File: config.mk
export PLATFORM = sky130hd
export DESIGN_NAME = clutter_frame_scheduler
export DESIGN_NICKNAME = d
export VERILOG_FILES = /design/src/rtl/clutter_frame_scheduler.sv
export SDC_FILE = /design/constraint.sdc
export NUM_CORES = 1
export LEC_CHECK = 0
export CORE_AREA = 2 2 360 362
export CTS_BUF_LIST = sky130_fd_sc_hd__clkbuf_4 sky130_fd_sc_hd__clkbuf_8
export CTS_CLUSTER_DIAMETER = 30
export CTS_CLUSTER_SIZE = 25
export DETAILED_ROUTE_END_ITERATION = 16
export DIE_AREA = 0 0 362 364
export GPL_TIMING_DRIVEN = 0
export HOLD_SLACK_MARGIN = 0.08
export PLACE_DENSITY_LB_ADDON = 0.1
export SETUP_SLACK_MARGIN = 0.4
export SLEW_MARGIN = 20
export SYNTH_ARGS = -nofsm -noshare
export SYNTH_HDL_FRONTEND = slang
export SYNTH_SLANG_ARGS = --single-unit
File: constraint.sdc
create_clock -name clk -period 13.9 [get_ports clk]
set_input_delay 2.78 -clock clk [delete_from_list [all_inputs] [get_ports clk]]
set_output_delay 2.78 -clock clk [all_outputs]
set_load 0.01 [all_outputs]
File: src/rtl/clutter_frame_scheduler.sv
// Round-robin, frame-granular owner of one shared clutter-removal datapath across NUM_SRC radar point streams.
// One register on ingress and one on egress; a source owns the datapath until its frame has fully drained.
module clutter_frame_scheduler #(
    parameter int NUM_SRC  = 4,
    parameter int PIPE_LAT = 3,
    parameter int W        = 128
) (
    input  logic                 clk,
    input  logic                 reset,
    input  logic [NUM_SRC-1:0]   src_valid,
    input  logic [NUM_SRC-1:0]   src_last,
    input  logic [NUM_SRC*W-1:0] src_point,
    output logic [NUM_SRC-1:0]   src_ready,
    output logic                 dp_valid_in,
    output logic [W-1:0]         dp_point,
    output logic                 dp_clear,
    input  logic                 dp_valid_out,
    input  logic [W-1:0]         dp_clean_point,
    output logic                 out_valid,
    output logic [W-1:0]         out_point,
    output logic [2:0]           out_src_id,
    output logic                 frame_done,
    output logic [2:0]           frame_src_id,
    output logic [15:0]          frame_kept
);
    localparam int CW = $clog2(PIPE_LAT + 3);

    typedef enum logic [1:0] {IDLE, CLEAR, STREAM, DRAIN} state_t;

    state_t        state_q, state_d;
    logic [2:0]    grant_q, grant_d, last_grant_q, last_grant_d, owner_q, owner_d;
    logic          owner_valid_q, owner_valid_d;
    logic [CW-1:0] drain_cnt_q, drain_cnt_d, flush_cnt_q;
    logic [15:0]   kept_q, kept_d;
    logic          seen_q, seen_d;
    logic          frame_done_q, frame_done_d;
    logic          dp_valid_in_q, out_valid_q;
    logic [W-1:0]  dp_point_q, out_point_q;
    logic [2:0]    out_src_id_q;

    logic          arb_found;
    logic [2:0]    arb_idx;
    logic          sel_valid, sel_last, xfer, flush_busy;
    logic [W-1:0]  sel_point;

    // Rotating-priority scan: first requester after the last winner.
    always_comb begin
        arb_found = 1'b0;
        arb_idx   = '0;
        for (int i = 1; i <= NUM_SRC; i++) begin
            for (int k = 0; k < NUM_SRC; k++) begin
                if (!arb_found && src_valid[k] && k == (int'(last_grant_q) + i) % NUM_SRC) begin
                    arb_found = 1'b1;
                    arb_idx   = 3'(k);
                end
            end
        end
    end

    always_comb begin
        sel_valid = 1'b0;
        sel_last  = 1'b0;
        sel_point = '0;
        for (int k = 0; k < NUM_SRC; k++) begin
            if (grant_q == 3'(k)) begin
                sel_valid = src_valid[k];
                sel_last  = src_last[k];
                sel_point = src_point[k*W +: W];
            end
        end
    end

    assign xfer       = (state_q == STREAM) && sel_valid;
    assign flush_busy = (flush_cnt_q != '0);

    always_comb begin
        state_d       = state_q;
        grant_d       = grant_q;
        last_grant_d  = last_grant_q;
        owner_d       = owner_q;
        owner_valid_d = owner_valid_q;
        drain_cnt_d   = drain_cnt_q;
        seen_d        = seen_q;
        kept_d        = kept_q;
        frame_done_d  = 1'b0;
        dp_clear      = 1'b0;
        src_ready     = '0;
        if (out_valid_q && (state_q == STREAM || state_q == DRAIN) && kept_q != 16'hFFFF) begin
            kept_d = kept_q + 16'd1;
        end
        case (state_q)
            IDLE: begin
                if (arb_found) begin
                    grant_d      = arb_idx;
                    last_grant_d = arb_idx;
                    if (!owner_valid_q || arb_idx != owner_q) begin
                        state_d = CLEAR;
                    end else begin
                        // Same owner again: the background model keeps its history.
                        state_d = STREAM;
                        kept_d  = '0;
                        seen_d  = 1'b0;
                    end
                end
            end
            CLEAR: begin
                dp_clear      = 1'b1;
                owner_d       = grant_q;
                owner_valid_d = 1'b1;
                state_d       = STREAM;
                kept_d        = '0;
                seen_d        = 1'b0;
            end
            STREAM: begin
                for (int k = 0; k < NUM_SRC; k++) begin
                    src_ready[k] = (grant_q == 3'(k));
                end
                if (xfer) begin
                    seen_d = 1'b1;
                    if (sel_last) begin
                        state_d     = DRAIN;
                        drain_cnt_d = '0;
                    end
                end
            end
            DRAIN: begin
                // Covers the ingress register, the datapath and the egress register.
                if (drain_cnt_q == CW'(PIPE_LAT + 1)) begin
                    state_d      = IDLE;
                    frame_done_d = 1'b1;
                end else begin
                    drain_cnt_d = drain_cnt_q + CW'(1);
                end
            end
            default: state_d = IDLE;
        endcase
    end

    always_ff @(posedge clk or posedge reset) begin
        if (reset) begin
            state_q       <= IDLE;
            grant_q       <= '0;
            last_grant_q  <= 3'(NUM_SRC - 1);
            owner_q       <= '0;
            owner_valid_q <= 1'b0;
            drain_cnt_q   <= '0;
            flush_cnt_q   <= CW'(PIPE_LAT + 1);
            kept_q        <= '0;
            seen_q        <= 1'b0;
            frame_done_q  <= 1'b0;
            dp_valid_in_q <= 1'b0;
            dp_point_q    <= '0;
            out_valid_q   <= 1'b0;
            out_point_q   <= '0;
            out_src_id_q  <= '0;
        end else begin
            state_q       <= state_d;
            grant_q       <= grant_d;
            last_grant_q  <= last_grant_d;
            owner_q       <= owner_d;
            owner_valid_q <= owner_valid_d;
            drain_cnt_q   <= drain_cnt_d;
            kept_q        <= kept_d;
            seen_q        <= seen_d;
            frame_done_q  <= frame_done_d;
            dp_valid_in_q <= xfer;
            if (xfer) begin
                dp_point_q <= sel_point;
            end
            // Results still in the datapath from before a reset are dropped.
            if (flush_busy) begin
                flush_cnt_q <= flush_cnt_q - CW'(1);
            end
            out_valid_q  <= dp_valid_out && !flush_busy;
            out_point_q  <= dp_clean_point;
            out_src_id_q <= owner_q;
        end
    end

    assign dp_valid_in  = dp_valid_in_q;
    assign dp_point     = dp_point_q;
    assign out_valid    = out_valid_q;
    assign out_point    = out_point_q;
    assign out_src_id   = out_src_id_q;
    assign frame_done   = frame_done_q;
    assign frame_src_id = frame_done_q ? owner_q : 3'd0;
    assign frame_kept   = frame_done_q ? kept_q : 16'd0;

    a_no_stray_dp_out: assert property (@(posedge clk) disable iff (reset)
        (dp_valid_out && !flush_busy) |-> ((state_q == STREAM && seen_q) || state_q == DRAIN));

endmodule
==> impl_results.md <==
- Worst R2R Path Depth: 5
- Initial DRC Count: 343
- Vias per cell: 3.27
- Layout area overhead: 109%
- # Max-Cap Violations: 0
- ANT nets after route: 0
- Synthesized instance count: 782
- Drt wl/cell: 22.8 um
- Routed wl met3: between 5000 and 6000 um
- TNS Setup: 0 ns
- GP Congestion: 0.805
- Max Clock Freq: 166 MHz
- Layout cell share with drive strength beyond 1: 0.210
- GRT overflow: 0
- Initial Util: 0.103
- Arr. time, crit path: 3.25 ns
- Clock sinks: 292
- Initial antenna violation count: 26
- Multiplexer area fraction after synthesis: 0.336
- Post-route clock period utilization: 0.434
- Worst hold slack: between 0.4 and 0.5 ns
- Unrepaired setup endpoints after global routing: no
- Flop-to-flop setup slack: 10.95 ns
- Leakage: 10.7 nW
- Tightest Pin Transition: about 1.1 ns
- Synth Area in Simple Gates: 0.0413
- CP Class: flop to output port
- M1 WL: around 31000 um
- TritonCTS Buffers: 109
- Count of cell types in the netlist: 48
- DIE WIDTH: 362 um
- Final Max Tran Viols: 0
- Number of global-route vias before repair: 13300
- Die Height: approximately 360 um
- Post-CTS Hold Fix Bufs: 0
- Relative max-transition margin: 0.252
- GRT Total Usage: 0.121
- Post-CTS Resized: 0
- Filler cell count: 13700
- Outcome: completed
- Largest net degree at the start of global routing: 84
- Post-CTS setup buffer count: 0
- PD cells: 192 mW/mm^2
- Final #Nets: 2491
- Commonest cells after routing, fill and taps aside: 934 x clkdlybuf4s50_1, 289 x dfrtp_1, 130 x mux4_2, 130 x clkbuf_8, 109 x mux2_1
- Worst Setup SP: grant_q[1]
- CP Capture Point: src_ready[3]
- Mean area per synthesized cell: 16.9 um^2
- Peak supply drop: 0.0000766 V
- Post-Syn Area: 0.0132 mm^2
- H-tree depth: 3
- DRC violations left: 0
- Capture point of the worst reg-to-reg path: dp_point[22]
- Register clock-pin slew on the reported worst setup and hold paths: 0.05 ns
- Synth Area in Compound Gates: 0.0175
- Root buffer cell: clkbuf_8
- XOR/XNOR Fraction of Synth Area: 0.00728
- Data required, critical path: 11.12 ns
- Max layer used: met5
- Largest family of logic cells by synthesized area: multiplexers
- Number of enable flip-flop cells after synthesis: 0
- Worst skew pair latency: 0.76 ns
- RR Startpoint: grant_q[1]
- First-pass GRT wire length: around 110000 um
- Port bufs: 934
- Boundary Pins: 937
- Die ar.: 0.132 mm^2
- Setup-failing EPs final: 0
- WL final: 82300 um
- CP endpoint kind: output port
- Clk_skew: 0.0489 ns
- Worst hold path class: flop to flop
- Startpoint Class: flop
- Fin crit period: 6.03 ns
- Commonest register cell after synthesis: dfrtp_1
- #FFs+latches synth: between 200 and 300
- Commonest non-fill, non-tap cell in the layout: clkdlybuf4s50_1
- Clock Path Buffers: 3
- CP Max Fanout: 10
- Met2 Routed Length: 43700 um
- Register area share after synthesis: 0.552
- Post-DP HPWL: 68300 um
- Pre-antenna DRT Iters: 4
- CTS tree: built
- Cell Rows: 132
- Core ar.: 0.128 mm^2
- Via count: about 12000
- Post-synth ARST share: 1.00
- Synth warn: 0
- Fin. Hold Viols: 0
- Post-synthesis adder-cell area fraction: 0.00851
- Final Total Pwr: 5.31 mW
-- registers in the layout, summed over array words and instances, names as in the netlist, 2 cells and up --
register and count:
dp_point 128, drain_cnt_q 3, flush_cnt_q 3, grant_q 2, kept_q 16, last_grant_q 2, out_point 128, out_src_id 2
owner_q 2, state_q 2
-- report_power, final --
group	internal, mW	total, mW	switching [mW]
Clock	1.36	1.93	0.570
Sequential	1.10	1.23	0.139
Combinational	1.17	2.15	0.987
Total	3.62	5.31	1.69
-- synth_stat cells (4+ instances only) --
master	instances	area share
and4_1	4	0.0026
mux4_2	130	0.22
buf_12	11	0.017
buf_2	8	0.0030
mux2_1	109	0.093
xnor2_1	6	0.0040
buf_4	11	0.0062
nand4_1	6	0.0028
clkbuf_1	16	0.0045
mux2_2	22	0.019
inv_1	14	0.0040
nor2_1	28	0.0079
mux2i_1	4	0.0030
and2_1	20	0.0095
o21ai_0	4	0.0015
nand2_1	22	0.0062
xor2_1	5	0.0033
ha_1	9	0.0085
a21oi_1	10	0.0038
nand3_1	8	0.0030
dfrtp_1	289	0.55
nor3_1	5	0.0019
-- layout make-up --
cell class,count,area (um^2),share of cell area
clock inverter,48,877,0.0317
timing repair buffer,937,9430,0.341
sequential,292,7310,0.264
clock buffer,155,1980,0.0715
inverter,14,60.1,0.00217
antenna,11,27.5,0.000995
buffer,50,444,0.0161
tap,1675,2100,0.0758
multi-input combinational,427,5440,0.197
-- routing by layer --
layer / vias up / global-route usage
li1: 5135 / -
met1: 5995 / 0.133
met2: 532 / 0.218
met3: 141 / 0.0413
met4: 14 / 0.0355
met5: - / 0
-- worst max-delay path, cell delays in order, from the launching register on --
cell             delay (ns)
dfrtp_1                0.31
buf_2                  0.44
buf_2                  0.46
buf_2                  0.49
and3_1                 0.23
clkdlybuf4s50_1        0.53
-- per-stage QoR --
step / area [um^2] / util / instances / setup slack [ns]
after floorplan: 13200 / - / 783 / 3.06
after global routing: 27600 / 0.215 / 3603 / 7.39
after CTS: 27600 / 0.215 / 3598 / 7.41
after global placement: 24700 / 0.192 / 3392 / -2.43
final: 27700 / 0.216 / 3609 / 7.87
after detailed placement: 24800 / 0.193 / 3395 / 8.34
-- cells by family after synthesis --
logic type,after synthesis
flip-flops,292
multiplexers,265
AND/OR/NAND/NOR,108
buffers and inverters,64
AO/OA/AOI/OAI,32
XOR/XNOR,11
adder cells (fa/ha/maj),9
other,1
-- worst min path at each step --
| stage | start | end | slack, ns | cells after the start |
|---|---|---|---|---|
| 2_1_floorplan | owner_q[0] | out_src_id[0] | 0.40 | 0 |
| 3_3_place_gp | owner_q[0] | out_src_id[0] | 0.46 | 0 |
| 3_5_place_dp | owner_q[0] | out_src_id[0] | 0.45 | 0 |
| 4_1_cts | owner_q[0] | out_src_id[0] | 0.47 | 0 |
| 5_1_grt | owner_q[0] | out_src_id[0] | 0.48 | 0 |
| 6_report | owner_q[0] | out_src_id[0] | 0.46 | 0 |
(Power assumes the default switching activity.)
